--- config.mk ---
export PLATFORM = sky130hd
export DESIGN_NAME = mux2_rr_arbiter
export DESIGN_NICKNAME = d
export VERILOG_FILES = /design/src/rtl/mux2_rr_arbiter_pkg.sv /design/src/rtl/mux2_rr_arbiter_hold_counter.sv /design/src/rtl/mux2_rr_arbiter_mux2_cell.sv /design/src/rtl/mux2_rr_arbiter.sv
export SDC_FILE = /design/constraint.sdc
export NUM_CORES = 1
export LEC_CHECK = 0
export ABC_AREA = 1
export CAP_MARGIN = 30
export CORE_MARGIN = 4
export CORE_UTILIZATION = 44
export DETAILED_ROUTE_END_ITERATION = 6
export GPL_ROUTABILITY_DRIVEN = 1
export PLACE_DENSITY = 0.83
export SYNTH_ARGS = -nofsm -noshare
export SYNTH_HDL_FRONTEND = slang
export SYNTH_SLANG_ARGS = --single-unit
--- constraint.sdc ---
create_clock -name CLK -period 2.5 [get_ports CLK]
set_clock_uncertainty 0.1 [all_clocks]
set_input_delay 0.625 -clock CLK [delete_from_list [all_inputs] [get_ports CLK]]
set_output_delay 0.625 -clock CLK [all_outputs]
set_load 0.02 [all_outputs]
--- src/rtl/mux2_rr_arbiter_pkg.sv ---
// Shared definitions for the two-requester round-robin mux arbiter.
package mux2_rr_arbiter_pkg;

  // Arbiter state encoding
  typedef enum logic [1:0] {
    ST_IDLE = 2'd0,
    ST_G0   = 2'd1,
    ST_G1   = 2'd2
  } state_e;

  // Default hold limit: consecutive grant cycles while the other side waits
  localparam int DEF_MAX_HOLD = 4;

  // Hold counter width; a single bit even when MAX_HOLD is 1
  function automatic int hold_cnt_w(input int max_hold);
    return (max_hold > 1) ? $clog2(max_hold) : 1;
  endfunction

endpackage

--- src/rtl/mux2_rr_arbiter_hold_counter.sv ---
// Grant hold counter: clears on grant entry, counts while the grant is kept,
// and wraps to zero after terminal count so it can never overflow.
module mux2_hold_counter
  import mux2_rr_arbiter_pkg::*;
#(
  parameter int MAX_HOLD = DEF_MAX_HOLD
) (
  input  logic clk,
  input  logic rst_n,
  input  logic clr,
  input  logic en,
  output logic tc
);

  localparam int CW = hold_cnt_w(MAX_HOLD);
  localparam logic [CW-1:0] TC_VAL = CW'(MAX_HOLD - 1);

  logic [CW-1:0] cnt_q;
  logic [CW-1:0] cnt_d;

  assign tc = (cnt_q == TC_VAL);

  // Next count: clear wins, terminal count restarts at zero
  always_comb begin
    cnt_d = cnt_q;
    if (clr)
      cnt_d = '0;
    else if (en)
      cnt_d = tc ? '0 : cnt_q + CW'(1);
  end

  // Count register
  always_ff @(posedge clk or negedge rst_n) begin
    if (!rst_n)
      cnt_q <= '0;
    else
      cnt_q <= cnt_d;
  end

endmodule

--- src/rtl/mux2_rr_arbiter_mux2_cell.sv ---
// Gate-level 2:1 mux bit cell: y = s ? a1 : a0.
module mux2_cell (
  input  logic a0,
  input  logic a1,
  input  logic s,
  output logic y
);

  logic s_n;
  logic t0;
  logic t1;

  not u_inv (s_n, s);
  and u_and0 (t0, a0, s_n);
  and u_and1 (t1, a1, s);
  or  u_or   (y, t0, t1);

endmodule

--- src/rtl/mux2_rr_arbiter.sv ---
// Two-requester round-robin arbiter driving the select of a shared 2:1 mux.
// Grants, select and VALID are registered; Y is purely combinational.
module mux2_rr_arbiter
  import mux2_rr_arbiter_pkg::*;
#(
  parameter int W        = 4,
  parameter int MAX_HOLD = DEF_MAX_HOLD
) (
  input  logic         CLK,
  input  logic         RST_N,
  input  logic         REQ0,
  input  logic         REQ1,
  input  logic [W-1:0] A0,
  input  logic [W-1:0] A1,
  output logic         GNT0,
  output logic         GNT1,
  output logic         S,
  output logic [W-1:0] Y,
  output logic         VALID
);

  state_e state_q, state_d;
  logic   last_q, last_d;
  logic   s_q, s_d;
  logic   gnt0_q, gnt0_d;
  logic   gnt1_q, gnt1_d;
  logic   valid_q, valid_d;
  logic   cnt_clr;
  logic   cnt_en;
  logic   hold_tc;

  mux2_hold_counter #(
    .MAX_HOLD(MAX_HOLD)
  ) u_hold (
    .clk  (CLK),
    .rst_n(RST_N),
    .clr  (cnt_clr),
    .en   (cnt_en),
    .tc   (hold_tc)
  );

  // Next-state, LAST pointer, select and grant decode
  always_comb begin
    state_d = state_q;
    last_d  = last_q;
    s_d     = s_q;
    cnt_clr = 1'b0;
    cnt_en  = 1'b0;
    case (state_q)
      ST_IDLE: begin
        if (REQ0 && REQ1)
          state_d = last_q ? ST_G0 : ST_G1;
        else if (REQ0)
          state_d = ST_G0;
        else if (REQ1)
          state_d = ST_G1;
      end
      ST_G0: begin
        if (REQ0) begin
          if (hold_tc && REQ1)
            state_d = ST_G1;
          else
            cnt_en = 1'b1;
        end else if (REQ1) begin
          state_d = ST_G1;
        end else begin
          state_d = ST_IDLE;
        end
      end
      ST_G1: begin
        if (REQ1) begin
          if (hold_tc && REQ0)
            state_d = ST_G0;
          else
            cnt_en = 1'b1;
        end else if (REQ0) begin
          state_d = ST_G0;
        end else begin
          state_d = ST_IDLE;
        end
      end
      default: state_d = ST_IDLE;
    endcase

    // Any state change restarts the hold count (grant entry or drop to idle)
    if (state_d != state_q) begin
      cnt_clr = 1'b1;
      cnt_en  = 1'b0;
    end

    // Select follows the owner; in idle it holds so Y does not glitch
    if (state_d == ST_G0) begin
      last_d = 1'b0;
      s_d    = 1'b0;
    end else if (state_d == ST_G1) begin
      last_d = 1'b1;
      s_d    = 1'b1;
    end

    gnt0_d  = (state_d == ST_G0);
    gnt1_d  = (state_d == ST_G1);
    valid_d = gnt0_d | gnt1_d;
  end

  // Arbiter state and registered outputs; LAST=1 so requester 0 wins first tie
  always_ff @(posedge CLK or negedge RST_N) begin
    if (!RST_N) begin
      state_q <= ST_IDLE;
      last_q  <= 1'b1;
      s_q     <= 1'b0;
      gnt0_q  <= 1'b0;
      gnt1_q  <= 1'b0;
      valid_q <= 1'b0;
    end else begin
      state_q <= state_d;
      last_q  <= last_d;
      s_q     <= s_d;
      gnt0_q  <= gnt0_d;
      gnt1_q  <= gnt1_d;
      valid_q <= valid_d;
    end
  end

  assign GNT0  = gnt0_q;
  assign GNT1  = gnt1_q;
  assign S     = s_q;
  assign VALID = valid_q;

  // Unregistered datapath: one mux cell per bit, all sharing S
  for (genvar i = 0; i < W; i++) begin : g_mux
    mux2_cell u_cell (
      .a0(A0[i]),
      .a1(A1[i]),
      .s (s_q),
      .y (Y[i])
    );
  end

endmodule

* Word level (Yosys, flattened, before mapping)
Index checks and enable logic that the tools add are counted.
** Storage, ports and cells
- Output and inout bits :: 8
- Input port bits :: 12
- Flip-flop bits (word level) :: 9
** Cells by class
- Reduce and logical (&&, ||, !) cells :: 6
- Equality and inequality tests :: 6
- Bitwise operators :: 14
- Mux-type cells :: 23
- Add/subtract/negate cells :: 1
** Operator list (count)
- 2-to-1 mux 2 bit :: 12
- 2-to-1 mux 1 bit :: 9
- AND 1 bit :: 8
- equality test 2 bit, second input constant :: 3
- one-hot mux 2 bit (3 select lines) :: 1
- bitwise OR 1 bit :: 5
- equality test 2 x 1 -> 1 bit, second input constant :: 2
- nonzero test 2 bit :: 2
- logical AND 1 bit :: 3
- adder 2 x 1 -> 2 bit, second input constant :: 1
- logical NOT 2 bit :: 1
- inequality test 2 bit :: 1
- one-hot mux 1 bit (2 select lines) :: 1
- NOT 1 bit :: 1

* Depth between registers and ports, before layout
- Word-level depth :: 9
- Mapped depth :: 12
- Depth with buffers taken out :: 12

* By module
From an unflattened synthesis, not the netlist that was laid out.
** Second synthesis, totals
- Cells, all modules :: 90
- Area total of the unflattened synthesis :: 660.6 um^2
** By module, submodules not included
- mux2_rr_arbiter :: sequential area each 176.4 um^2, area each 499.2 um^2, cells each 62, instances 1
- mux2_hold_counter :: sequential area each 50.0 um^2, area each 101.3 um^2, cells each 12, instances 1
- mux2_cell :: sequential area each 0.0 um^2, area each 15.0 um^2, cells each 4, instances 4

* Least setup slack after synthesis
Ideal clock, no wire load.
- Kind :: reg2reg
- Start point :: register state_q[0]
- End point :: register s_q (netlist: S)
- Data required time :: 2.317 ns
- Arrival time :: 1.694 ns
- Stages on the path, launching flop included :: 11
- Path buffers :: 0
- Slack :: 0.623 ns
- Clock period less this slack :: 1.877 ns
- Path through :: dfrtp_1 inv_1 ha_1 o21ai_0 nand2_1 nand2_1 nand2_2 nand2_2 ha_1 or2_2 o21ai_0
** On the way
- Longest elaborated chain between the ends :: 6
- Elaborated cells between the ends (all ways) :: 15
- Those cells by class :: eq/ne: 4; mux: 9; reduce/logical: 2
** RTL lines
- start, declared :: line mux2_rr_arbiter.sv:22 : state_e state_q, state_d;
- start signal, assigned :: line mux2_rr_arbiter.sv:115 : state_q <= state_d;
- 2-to-1 mux 2 bit :: line mux2_rr_arbiter.sv:55 : else if (REQ1)
- 2-to-1 mux 2 bit :: line mux2_rr_arbiter.sv:53 : else if (REQ0)
- 2-to-1 mux 2 bit :: line mux2_rr_arbiter.sv:51 : if (REQ0 && REQ1)
- one-hot mux 2 bit (3 select lines) (*) :: line mux2_rr_arbiter.sv:49 : case (state_q)
- equality test 2 x 1 -> 1 bit / equality test 2 bit (equally long branches) :: line mux2_rr_arbiter.sv:92, mux2_rr_arbiter.sv:95
- 2-to-1 mux 1 bit / nonzero test 2 bit (equally long branches)
- end signal, assigned :: line mux2_rr_arbiter.sv:110 : s_q <= 1'b0;
- end signal, assigned :: line mux2_rr_arbiter.sv:117 : s_q <= s_d;
- end, declared :: line mux2_rr_arbiter.sv:24 : logic s_q, s_d;
Every way passes the cells marked *; elsewhere a longest branch is shown, timed or not.
A chain may end at the register's enable or synchronous reset.

* Final worst setup path
- Start point :: input port REQ1
- End point :: register s_q (netlist: S)
** On the way
- Longest elaborated chain between the ends :: 6
- Elaborated cells between the ends (all ways) :: 14
- Those cells by class :: eq/ne: 2; mux: 9; reduce/logical: 3
** RTL lines
- start, declared :: line mux2_rr_arbiter.sv:12 : input logic REQ1,
- 2-to-1 mux 2 bit / logical AND 1 bit (equally long branches) :: line mux2_rr_arbiter.sv:55, mux2_rr_arbiter.sv:60
- 2-to-1 mux 2 bit (on tied branches) :: line mux2_rr_arbiter.sv:53, mux2_rr_arbiter.sv:60
- 2-to-1 mux 2 bit (on tied branches) :: line mux2_rr_arbiter.sv:51, mux2_rr_arbiter.sv:59
- one-hot mux 2 bit (3 select lines) (*) :: line mux2_rr_arbiter.sv:49
- net state_d[1] :: line mux2_rr_arbiter.sv:22
- equality test 2 x 1 -> 1 bit / equality test 2 bit (equally long branches) :: line mux2_rr_arbiter.sv:92, mux2_rr_arbiter.sv:95
- 2-to-1 mux 1 bit / nonzero test 2 bit (equally long branches)
Mark *: on every way through the listed nets, which the timed path passes. The rest lies on a longest branch.

==> reports/metrics.yaml <==
status: "complete, no violations"
yosys.area.top_type: "dfrtp_1"
synth_area_sq_um: 643
die_width_um: 46.2
vias: 595
routed_wl_um: 1380
synthTopCellsByArea: "dfrtp_1 31%, nand2_1 22%, ha_1 14%"
setup_violations: 0
finalMaxSlewViolations: 0
fin_crit_ns: 2.31
placement.cell_area_sq_um: 837
synth_most_common_cell: "nand2_1"
grtUsageTotal_pct: 15.1
power_mw: 1.01
synth.distinct_cells: 13
rrSetupSlack_ns: 0.42
initial_core_util_pct: 48.2
antenna_left: 0
drt-initial-drc-count: 7
syn_inst: 90
hold_viol: 0
path_clk_slew_ns: 0.06
syn2layout_area_growth_pct: 33.5
drv_cap: 0
yosys.area.top_type_share_pct: 31.1
chipHeight_um: 46.2
hold_class: "reg2reg"
pin_count: 20
synth-main-ff-cell: "dfrtp_1"
worst_pin_slew_ns: 0.402
rows: 13
cts.htree.levels: 1
path_max_fanout: 7
die_area_sq_mm: 0.00214
synth_edf_count: 0
max_freq_ghz: 0.433
r2r-end: "S"
nNetsFinal: 131
vdd_drop_max_v: 0.000901
critPathLaunch: "REQ1"
core-area_sq_mm: 0.00133
clk_path_buf_depth: 2
required_ns: 2.58
async_reset_ff_share_pct: 100
crit_type: "in2reg"
vias_per_cell: 4.72
ys_seq_area_share_pct: 35.2
avgSynthCellArea_sq_um: 7.15
dp_hpwl_um: 1140
cp.arrival_ns: 2.39
synth_fp_nets: 109
slew_headroom_pct: 73.1
dr.pass1.iters: 4
insertion_delay_ns: 0.26
endpoint: "S"
cts_root_buf: "clkbuf_4"
rsz0062_at_grt: "no"
holdBufCountCts: 0
synthTopCellsByCount: "37 x nand2_1, 11 x inv_1, 8 x dfrtp_1"
wl_per_cell_um: 10.9
overflow: 0
numCtsBuffers: 3
cp-start-kind: "input port"
diodes: 0
grt_max_degree: 10
yosysWarnings: 0
antenna_found_initial: 0
fin_crit_sh_pct: 92.3
numClockSinks: 9
cts_tree: "yes"
post_cts_buffers: 0
gp_congestion: 0.916
reg2reg_from: "state_q[1]"
worstRegToRegCells: 11
final_cell_area_sq_um: 858
fillers: 118
grt_pass1_wl_um: 2350
synth_seq_cells: 9
grt_pass1_vias: 584
numPortBuffers: 19
endpoint_kind: "register"
drc: 0
layout-drive-gt1-share_pct: 11.7
power.density_mw_per_mm2: 1170
p_leak_nw: 0.477
registers in the layout, indices dropped and copies added (netlist names):
name and count:
GNT0 1, GNT1 1, S 1, VALID 1
last_q 1, state_q 2, u_hold.cnt_q 2
where the power goes:
| part | switching, mW | internal, mW | total [mW] |
|---|---|---|---|
| combinational | 0.362 | 0.272 | 0.634 |
| clock | 0.0480 | 0.0613 | 0.109 |
| sequential | 0.0504 | 0.214 | 0.264 |
| total | 0.461 | 0.547 | 1.01 |
worst max-delay path, cell delays in order:
cell and delay (ns):
clkdlybuf4s50_1 0.52, nor2_1 0.19, nor2_1 0.06, nand2_1 0.07, nand3_2 0.10, nand2_2 0.08, inv_1 0.07, ha_1 0.30
or2_2 0.32, o21ai_0 0.07
logic make-up (layout without fill, tap and decap cells):
| group | count (synthesis) | after routing | synth area share, % |
|---|---|---|---|
| AOI/OAI and AO/OA | 3 | 3 | 2.33 |
| adders and majority gates | 7 | 7 | 13.6 |
| buffers and inverters | 15 | 36 | 11.1 |
| DFF | 9 | 9 | 35.2 |
| and+or+nand+nor | 56 | 56 | 37.7 |
how the worst min path moves through the flow:
stage            from     end  cells past startpoint
2_1_floorplan   RST_N    GNT0                      0
3_3_place_gp   last_q  last_q                      2
3_5_place_dp   last_q  last_q                      2
4_1_cts        last_q  last_q                      2
5_1_grt        last_q  last_q                      2
6_report       last_q  last_q                      2
placed cells by master, fill, tap and decap left out:
cell type | Yosys | layout
nand2_1 | 37 | 37
clkdlybuf4s50_1 | 0 | 15
clkbuf_1 | 0 | 1
nand2_2 | 4 | 4
dfstp_2 | 1 | 1
or2_2 | 2 | 2
ha_1 | 7 | 7
nand3_1 | 7 | 7
dfrtp_1 | 8 | 8
clkbuf_4 | 0 | 3
inv_1 | 11 | 11
buf_4 | 4 | 2
nand4_1 | 1 | 1
nor2_1 | 4 | 4
nand3_2 | 1 | 1
dlygate4sd2_1 | 0 | 4
o21ai_0 | 3 | 3
timing repair:
item,4_1_cts,5_1_grt
endpoints found under the setup margin,4,0
hold endpoints to repair,0,0
gates resized for setup,4,0
cell type report:
class                   instances  area [sq um]  area share [%]
multi-input cells              66           345            40.2
flip-flops and latches          9           226            26.4
repair buffers                 21           200            23.3
inverters                      11          41.3            4.81
clock buffers                   4          26.3            3.06
well taps                      15          18.8            2.19
stage by stage:
step                util (%)  std cells  hold slack [ns]  setup TNS [ns]  setup WS, ns
floorplan                  -         90            0.229               0         0.623
detailed placement      62.8        122            0.387          -0.157       -0.0501
global route            64.4        126            0.411               0        0.0614
finish                  64.4        126            0.393               0         0.193
global placement        62.8        122            0.370         -0.0367       -0.0117
CTS                     64.4        126            0.396               0         0.193
routing by layer:
metal / vias to the layer above / global-route usage (%) / part of all wire (%)
li1: 315 / - / -
met1: 269 / 19.3 / 43
met2: 11 / 24.7 / 53
met3: 0 / 2.34 / 3.6
met4: 0 / 6.82 / 0
met5: - / 0 / 0
No activity file was read; power rests on OpenSTA's default activity.
